==> src/rtl/instr_fetch.sv <==
// Instruction fetch unit: owns PC and IR, fetches over a req/ack handshake,
// applies controller branches and freezes on HLT (opcode 15).
module instr_fetch #(
    parameter int unsigned ADDR_W   = 16,
    parameter int unsigned DATA_W   = 32,
    parameter int unsigned PC_RESET = 0,
    parameter int unsigned TIMEOUT  = 15
) (
    input  logic              CLK,
    input  logic              RST_F,
    input  logic              FETCH_EN,
    input  logic              BR_EN,
    input  logic              BR_REL,
    input  logic [ADDR_W-1:0] BR_VAL,
    output logic              IMEM_REQ,
    output logic [ADDR_W-1:0] IMEM_ADDR,
    input  logic              IMEM_ACK,
    input  logic [DATA_W-1:0] IMEM_RDATA,
    output logic [DATA_W-1:0] IR_OUT,
    output logic [3:0]        OPCODE,
    output logic [3:0]        MM,
    output logic [ADDR_W-1:0] IR_PC,
    output logic [ADDR_W-1:0] PC_OUT,
    output logic              IR_VALID,
    output logic              BUSY,
    output logic              FETCH_ERR,
    output logic              HALTED
);

    localparam int unsigned CNT_W = 8;
    localparam logic [3:0]  OP_HLT = 4'hF;

    typedef enum logic [1:0] {
        S_IDLE = 2'd0,
        S_REQ  = 2'd1,
        S_HALT = 2'd2
    } state_t;

    state_t              state_q, state_d;
    logic [ADDR_W-1:0]   pc_q, pc_d;
    logic [DATA_W-1:0]   ir_q, ir_d;
    logic [ADDR_W-1:0]   ir_pc_q, ir_pc_d;
    logic                ir_valid_q, ir_valid_d;
    logic                fetch_err_q, fetch_err_d;
    logic [CNT_W-1:0]    cnt_q, cnt_d;
    logic [ADDR_W-1:0]   br_target;

    // Branch target: absolute value, or IR_PC plus a same-width two's-complement offset
    always_comb begin
        br_target = BR_VAL;
        if (BR_REL) begin
            br_target = ir_pc_q + BR_VAL;
        end
    end

    // State register and fetch datapath
    always_ff @(posedge CLK or negedge RST_F) begin
        if (!RST_F) begin
            state_q     <= S_IDLE;
            pc_q        <= ADDR_W'(PC_RESET);
            ir_q        <= '0;
            ir_pc_q     <= '0;
            ir_valid_q  <= 1'b0;
            fetch_err_q <= 1'b0;
            cnt_q       <= '0;
        end else begin
            state_q     <= state_d;
            pc_q        <= pc_d;
            ir_q        <= ir_d;
            ir_pc_q     <= ir_pc_d;
            ir_valid_q  <= ir_valid_d;
            fetch_err_q <= fetch_err_d;
            cnt_q       <= cnt_d;
        end
    end

    // Next-state logic: branch/fetch in IDLE, ack/timeout in REQ, HALT is sticky
    always_comb begin
        state_d     = state_q;
        pc_d        = pc_q;
        ir_d        = ir_q;
        ir_pc_d     = ir_pc_q;
        ir_valid_d  = 1'b0;
        fetch_err_d = 1'b0;
        cnt_d       = cnt_q;
        unique case (state_q)
            S_IDLE: begin
                if (BR_EN) begin
                    pc_d = br_target;
                end
                if (FETCH_EN) begin
                    state_d = S_REQ;
                    cnt_d   = '0;
                end
            end
            S_REQ: begin
                if (IMEM_ACK) begin
                    ir_d       = IMEM_RDATA;
                    ir_pc_d    = pc_q;
                    pc_d       = pc_q + ADDR_W'(1);
                    ir_valid_d = 1'b1;
                    state_d    = (IMEM_RDATA[31:28] == OP_HLT) ? S_HALT : S_IDLE;
                end else if (cnt_q == CNT_W'(TIMEOUT - 1)) begin
                    // Timeout fires on the edge closing the TIMEOUT-th REQ cycle
                    fetch_err_d = 1'b1;
                    state_d     = S_IDLE;
                    cnt_d       = '0;
                end else begin
                    cnt_d = cnt_q + CNT_W'(1);
                end
            end
            S_HALT: begin
                state_d = S_HALT;
            end
            default: begin
                state_d = S_IDLE;
            end
        endcase
    end

    // Outputs decoded from registered state and datapath
    always_comb begin
        IMEM_REQ  = (state_q == S_REQ);
        BUSY      = (state_q == S_REQ);
        HALTED    = (state_q == S_HALT);
        IMEM_ADDR = pc_q;
        PC_OUT    = pc_q;
        IR_OUT    = ir_q;
        OPCODE    = ir_q[31:28];
        MM        = ir_q[27:24];
        IR_PC     = ir_pc_q;
        IR_VALID  = ir_valid_q;
        FETCH_ERR = fetch_err_q;
    end

endmodule
==> config.mk <==
export PLATFORM = sky130hd
export DESIGN_NAME = instr_fetch
export DESIGN_NICKNAME = d
export VERILOG_FILES = /design/src/rtl/instr_fetch.sv
export SDC_FILE = /design/constraint.sdc
export NUM_CORES = 1
export LEC_CHECK = 0
export CAP_MARGIN = 15
export CORE_MARGIN = 2
export CORE_UTILIZATION = 47
export CTS_CLUSTER_DIAMETER = 200
export DETAILED_ROUTE_END_ITERATION = 16
export PLACE_DENSITY = 0.93
export REMOVE_ABC_BUFFERS = 1
export SYNTH_ARGS = -nofsm -noshare
export SYNTH_HDL_FRONTEND = slang
export SYNTH_SLANG_ARGS = --single-unit
==> constraint.sdc <==
create_clock -name CLK -period 2.9 [get_ports CLK]
set_input_delay 0.29 -clock CLK [delete_from_list [all_inputs] [get_ports CLK]]
set_output_delay 0.29 -clock CLK [all_outputs]
set_load 0.005 [all_outputs]
==> impl_metrics.env, run 1 <==
export IMPL_cap_violations=0
export IMPL_max_slew_worst_pin_slew_ns=0.967
export IMPL_skew_ns=0.0119
export IMPL_synth_adder_area_share=0.0542
export IMPL_ys_flop_type="dfrtp_1"
export IMPL_yosysMostFrequentCell="dfrtp_1"
export IMPL_path_clk_slew_ns=0.09
export IMPL_synth_top_family_by_area="simple AND/OR/NAND/NOR gates"
export IMPL_finalHoldViolCount=0
export IMPL_clk_latency_ns=0.36
export IMPL_synth_compound_area_frac=0.159
export IMPL_layout_setup_ws_ns=0.374
export IMPL_grt_usage=0.252
export IMPL_min_period_ns=2.53
export IMPL_cp_arrival_ns=2.82
export IMPL_end_kind="register"
export IMPL_status="complete, no violations"
export IMPL_grt_pass1_vias=4198
export IMPL_cts_tree="yes"
export IMPL_yosysTopAreaCell="dfrtp_1"
export IMPL_nets=670
export IMPL_drc=0
export IMPL_p_per_area_nw_per_um2=1060
export IMPL_antenna_found_initial=0
export IMPL_die_w_um=102
export IMPL_routabilityCongestion=0.986
export IMPL_port_buffers=146
export IMPL_p_comb_frac=0.553
export IMPL_dp_final_hpwl_um=9290
export IMPL_fmax_mhz=396
export IMPL_final_fill_count=781
export IMPL_ys_ff_latch=76
export IMPL_post_cts_setup_buffers=0
export IMPL_worstPathRequired_ns=3.19
export IMPL_relSlewSlack=0.356
export IMPL_slew_violations=0
export IMPL_die_area_um2=10400
export IMPL_post_drt_wl_per_cell_um=17.5
export IMPL_rows=35
export IMPL_synthMuxAreaShare=0.103
export IMPL_detail_route_iter0_violations=200
export IMPL_synthTopCellsByCount="76 x dfrtp_1, 62 x nand2_1, 35 x mux2_2"
export IMPL_grt_pass1_wl_um=20500
export IMPL_ys_warnings_count=0
export IMPL_yosysTopAreaCellShare=0.421
export IMPL_fin_area_um2=6150
export IMPL_path_class="register to register"
export IMPL_crit_path_start_kind="register"
export IMPL_syn_inst=476
export IMPL_grt_max_degree=77
export IMPL_ctsResizeCount=0
export IMPL_clockBufferDepth=2
export IMPL_synthToLayoutAreaGrowth_pct=36.1
export IMPL_p_sw_w=0.00253
export IMPL_htree_levels=3
export IMPL_yosys_top_cells_area="dfrtp_1 42%, mux2_2 8.7%, nand2_1 5.1%, ha_1 5.0%, buf_4 4.3%"
export IMPL_synth_edff_count=0
export IMPL_async_flop_share=1.00
export IMPL_register_area_um2=1900
export IMPL_start_util=0.487
export IMPL_io_pins=147
export IMPL_leakagePower_nw=2.61
export IMPL_synth_xor_area_frac=0.0136
export IMPL_cts_root_buffer="clkbuf_8"
export IMPL_rsz0062_at_grt="false"
export IMPL_p_int_w=0.00399
export IMPL_grt_overflow_total=0
export IMPL_finalSetupViolCount=0
export IMPL_antenna_left=0
export IMPL_die_y_um=102
export IMPL_core_area_um2=9280
export IMPL_place_area_um2=5950
export IMPL_p_clk_frac=0.132
export IMPL_ir_drop_mv=0.572
export IMPL_post_place_ws_ns=0.0939
export IMPL_switching_share=0.388
export IMPL_cts_hold_buf=0
export IMPL_first_pass_iters=5
export IMPL_viasPerCell=5.66
export IMPL_ys_types=61
export IMPL_cts_num_sinks=76
export IMPL_multi_input_area_um2=2320
export IMPL_syn_area_per_cell_um2=9.50
export IMPL_syn_cell_area_um2=4520
export IMPL_p_seq_frac=0.315
export IMPL_drive_gt1_frac=0.123
export IMPL_ys_seq_area_frac=0.421
export IMPL_cts_buffers=9
export IMPL_fin_crit_sh=0.871
export IMPL_synth_simple_gate_area_frac=0.182
export IMPL_min_path_type="input port to async pin"
export IMPL_n_antenna_cell=0
export IMPL_routed_wl_um=12800
export IMPL_crit_fanout=3
export IMPL_vias=4134
## routing by layer
| metal | share of wire | up-vias | GRT usage |
|---|---|---|---|
| met1 | 0.40 | 1942 | 0.313 |
| li1 | - | 1929 | - |
| met5 | 0 | - | 0 |
| met3 | 0.095 | 28 | 0.0622 |
| met2 | 0.49 | 235 | 0.419 |
| met4 | 0.019 | 0 | 0.108 |
## sequential cells by signal (all words and copies together) (netlist names)
signal	count
IMEM_ADDR	16
IR_VALID	1
IR_OUT	32
FETCH_ERR	1
IR_PC	16
state_q	2
cnt_q	8
## cell usage in the layout, fill, tap and decap left out, types with 3 or more instances in the layout
| master | n |
|---|---|
| mux2_2 | 35 |
| and3_1 | 6 |
| nor2b_1 | 7 |
| clkinvlp_4 | 3 |
| a21oi_1 | 30 |
| dfrtp_1 | 76 |
| nand2_1 | 61 |
| o31ai_1 | 3 |
| o21a_1 | 3 |
| o21ai_1 | 15 |
| nand3_1 | 16 |
| nor3_1 | 7 |
| buf_4 | 9 |
| a222oi_1 | 3 |
| a21o_1 | 7 |
| mux2i_1 | 5 |
| or2_1 | 3 |
| xor2_1 | 5 |
| nand4_1 | 4 |
| clkdlybuf4s50_1 | 145 |
| clkbuf_8 | 10 |
| a211oi_1 | 10 |
| o211ai_1 | 3 |
| inv_1 | 6 |
| nor2_1 | 32 |
| nand2b_1 | 6 |
| ha_1 | 18 |
| o21ai_0 | 27 |
## through the flow
step | setup TNS (ns) | cells | hold slack [ns] | util | total power (W)
final | 0 | 731 | 0.0729 | 0.663 | 0.00652
after floorplan | -0.916 | 431 | -0.00559 | - | 0.00370
after CTS | 0 | 731 | 0.110 | 0.663 | 0.00654
after global placement | 0 | 715 | 0.480 | 0.641 | 0.00552
after global routing | 0 | 731 | 0.154 | 0.663 | 0.00699
after detailed placement | 0 | 715 | 0.490 | 0.641 | 0.00565
## cells by family after synthesis
group / after synthesis
AO/OA/AOI/OAI: 117
AND/OR/NAND/NOR: 163
flip-flops: 76
multiplexers: 42
buffers and inverters: 52
XOR/XNOR: 7
adder cells (fa/ha/maj): 19
## power groups by stage
stage | sequential, W | clock (W) | combinational, W
floorplan | 0.00203 | 0 | 0.00168
global placement | 0.00203 | 0 | 0.00349
detailed placement | 0.00206 | 0 | 0.00358
CTS | 0.00205 | 0.000880 | 0.00361
global route | 0.00213 | 0.000923 | 0.00394
finish | 0.00205 | 0.000860 | 0.00361
## worst max-delay path, stage by stage, from the launching register on
cell and delay [ns]:
dfrtp_1 0.41, ha_1 0.24, fa_1 0.44, a211oi_1 0.46, o21ai_1 0.20, a211oi_1 0.25, o21ai_1 0.09, mux2_2 0.27
nand3_1 0.09
## layout make-up
cell class | instances | share of cell area
clock buffers | 10 | 0.0224
inverters | 7 | 0.00427
well taps | 129 | 0.0262
flip-flops and latches | 76 | 0.309
repair buffers | 155 | 0.250
clock inverters | 6 | 0.0114
multi-input cells | 348 | 0.377
## final timing paths
kind                            cells past startpoint       start             to  slack (ns)
worst max-delay path                                8    IR_PC[0]  IMEM_ADDR[14]        0.37
worst min-delay path                                1       RST_F       IR_PC[3]        0.07
worst max register to register                      8    IR_PC[0]  IMEM_ADDR[14]        0.37
worst min register to register                      1  IR_OUT[22]     IR_OUT[22]        0.51
max in group asynchronous                           1       RST_F     IR_OUT[28]        2.19
min in group CLK                                    1  IR_OUT[22]     IR_OUT[22]        0.51
No activity file was read; power rests on OpenSTA's default activity.
==> run 2, diff against run 1 <==
--- a/config.mk
+++ b/config.mk
@@ -11,6 +11,7 @@
 export CTS_CLUSTER_DIAMETER = 200
 export DETAILED_ROUTE_END_ITERATION = 16
 export PLACE_DENSITY = 0.93
+export RECOVER_POWER = 50
 export REMOVE_ABC_BUFFERS = 1
 export SYNTH_ARGS = -nofsm -noshare
 export SYNTH_HDL_FRONTEND = slang
==> run 2 against run 1 <==
Against the previous run:
- the run now ends with capacitance limit, slew limit left
- critical path depth did not move
- cell area barely moved
- core utilization barely moved
- sequential share of layout area barely moved
- total power fell by 2.0%
- sequential power barely moved
- clock skew barely moved
- worst hold slack improved by 0.37 ns
- first-iteration DRC count rose by 0.50%
- maximum frequency rose by 0.31%
- global-route usage did not move
- clock power barely moved
- highest routed layer unchanged
==> impl_metrics.env, run 2 (synthesis results as in run 1) <==
export IMPL_dp_final_hpwl_um=9290
export IMPL_post_cts_setup_buffers=0
export IMPL_routabilityCongestion=0.986
export IMPL_final_cell_mix="99 x clkdlybuf4s50_1, 76 x dfrtp_1, 61 x nand2_1"
export IMPL_ir_drop_mv=0.523
export IMPL_grt_max_degree=77
export IMPL_total_power_w=0.00639
export IMPL_htree_levels=3
export IMPL_antenna_left=0
export IMPL_finalSetupViolCount=0
export IMPL_leakagePower_nw=2.64
export IMPL_layout_setup_ws_ns=0.382
export IMPL_grt_usage=0.252
export IMPL_rsz0062_at_grt="false"
export IMPL_die_w_um=102
export IMPL_final_common_cell="clkdlybuf4s50_1"
export IMPL_grt_overflow_total=0
export IMPL_multi_input_area_um2=2320
export IMPL_cts_num_sinks=76
export IMPL_r2r_start="IR_PC[0]"
export IMPL_worstPathRequired_ns=3.20
export IMPL_core_area_um2=9280
export IMPL_placed_cells=715
export IMPL_end_kind="register"
export IMPL_die_y_um=102
export IMPL_crit_path_start_kind="register"
export IMPL_max_slew_worst_pin_slew_ns=1.91
export IMPL_skew_ns=0.0119
export IMPL_crit_fanout=3
export IMPL_holdWs_ns=0.447
export IMPL_start_util=0.487
export IMPL_drc=0
export IMPL_vias=4112
export IMPL_routed_wl_um=12800
export IMPL_die_area_um2=10400
export IMPL_min_path_type="input port to async pin"
export IMPL_cp_arrival_ns=2.81
export IMPL_rows=35
export IMPL_antenna_found_initial=0
export IMPL_largest_reg_flops=32
export IMPL_cts_tree="yes"
export IMPL_relSlewSlack=-0.275
export IMPL_first_pass_iters=7
export IMPL_clockBufferDepth=2
export IMPL_fmax_mhz=397
export IMPL_clk_latency_ns=0.36
export IMPL_utilization=0.663
export IMPL_instances_no_fill=731
export IMPL_violations="capacitance limit, slew limit"
export IMPL_n_antenna_cell=0
export IMPL_grt_pass1_wl_um=20500
export IMPL_port_buffers=146
export IMPL_path_clk_slew_ns=0.09
export IMPL_min_period_ns=2.52
export IMPL_register_area_um2=1900
export IMPL_io_pins=147
export IMPL_cts_hold_buf=0
export IMPL_nets=670
export IMPL_status="finished with violations"
export IMPL_slew_violations=77
export IMPL_cts_buffers=9
export IMPL_finalHoldViolCount=0
export IMPL_synthToLayoutAreaGrowth_pct=36.1
export IMPL_drive_gt1_frac=0.123
export IMPL_grt_pass1_vias=4198
export IMPL_path_class="register to register"
export IMPL_viasPerCell=5.63
export IMPL_post_drt_wl_per_cell_um=17.5
export IMPL_detail_route_iter0_violations=201
export IMPL_final_fill_count=782
export IMPL_post_place_ws_ns=0.0939
export IMPL_crit_start="IR_PC[0]"
export IMPL_p_per_area_nw_per_um2=1040
export IMPL_ctsResizeCount=0
export IMPL_fin_crit_sh=0.868
export IMPL_cts_root_buffer="clkbuf_8"
export IMPL_cap_violations=1
[run 2: cell count changes in the layout (fill, tap and decap cells not counted)]
cell / previous run / this run
clkdlybuf4s50_1: 145 / 99
dlygate4sd3_1: 0 / 46
buf_4: 9 / 8
clkbuf_2: 0 / 1
[run 2: layer usage]
metal  share of wire  routed length, µm  global-route usage
met3           0.094               1200              0.0622
met5               0                  0                   0
met1            0.40               5070               0.313
met2            0.49               6250               0.419
met4           0.022                276               0.108
[run 2: path summary, 6_finish.rpt]
| path | cells after the start | slack (ns) | end |
|---|---|---|---|
| worst max-delay path | 8 | 0.38 | IMEM_ADDR[14] |
| worst min-delay path | 1 | 0.45 | IR_PC[3] |
| worst max register to register | 8 | 0.38 | IMEM_ADDR[14] |
| worst min register to register | 1 | 0.50 | IR_OUT[22] |
| max in group asynchronous | 1 | 1.31 | IR_OUT[28] |
| min in group CLK | 1 | 0.50 | IR_OUT[22] |
[run 2: through the flow]
stage | TNS, ns | cell area, µm²
2_1_floorplan | -0.916 | 4240
3_3_place_gp | 0 | 5950
3_5_place_dp | 0 | 5950
4_1_cts | 0 | 6150
5_1_grt | 0 | 6150
6_report | 0 | 6150
[run 2: cell type report]
cell class,instances,share of cell area
clock inverters,6,0.0114
multi-input cells,348,0.377
inverters,7,0.00427
well taps,129,0.0262
repair buffers,155,0.250
clock buffers,10,0.0224
flip-flops and latches,76,0.309
[run 2: critical path, cell delays in order, from the launching register on]
cell and delay, ns:
dfrtp_1 0.40, ha_1 0.24, fa_1 0.44, a211oi_1 0.46
o21ai_1 0.20, a211oi_1 0.25, o21ai_1 0.09, mux2_2 0.27
nand3_1 0.09
[run 2: power breakdown]
part           internal [W]  total [W]  switching, W
sequential          0.00154    0.00204      0.000498
combinational       0.00190    0.00349       0.00159
clock              0.000427   0.000862      0.000436
total               0.00387    0.00639       0.00252
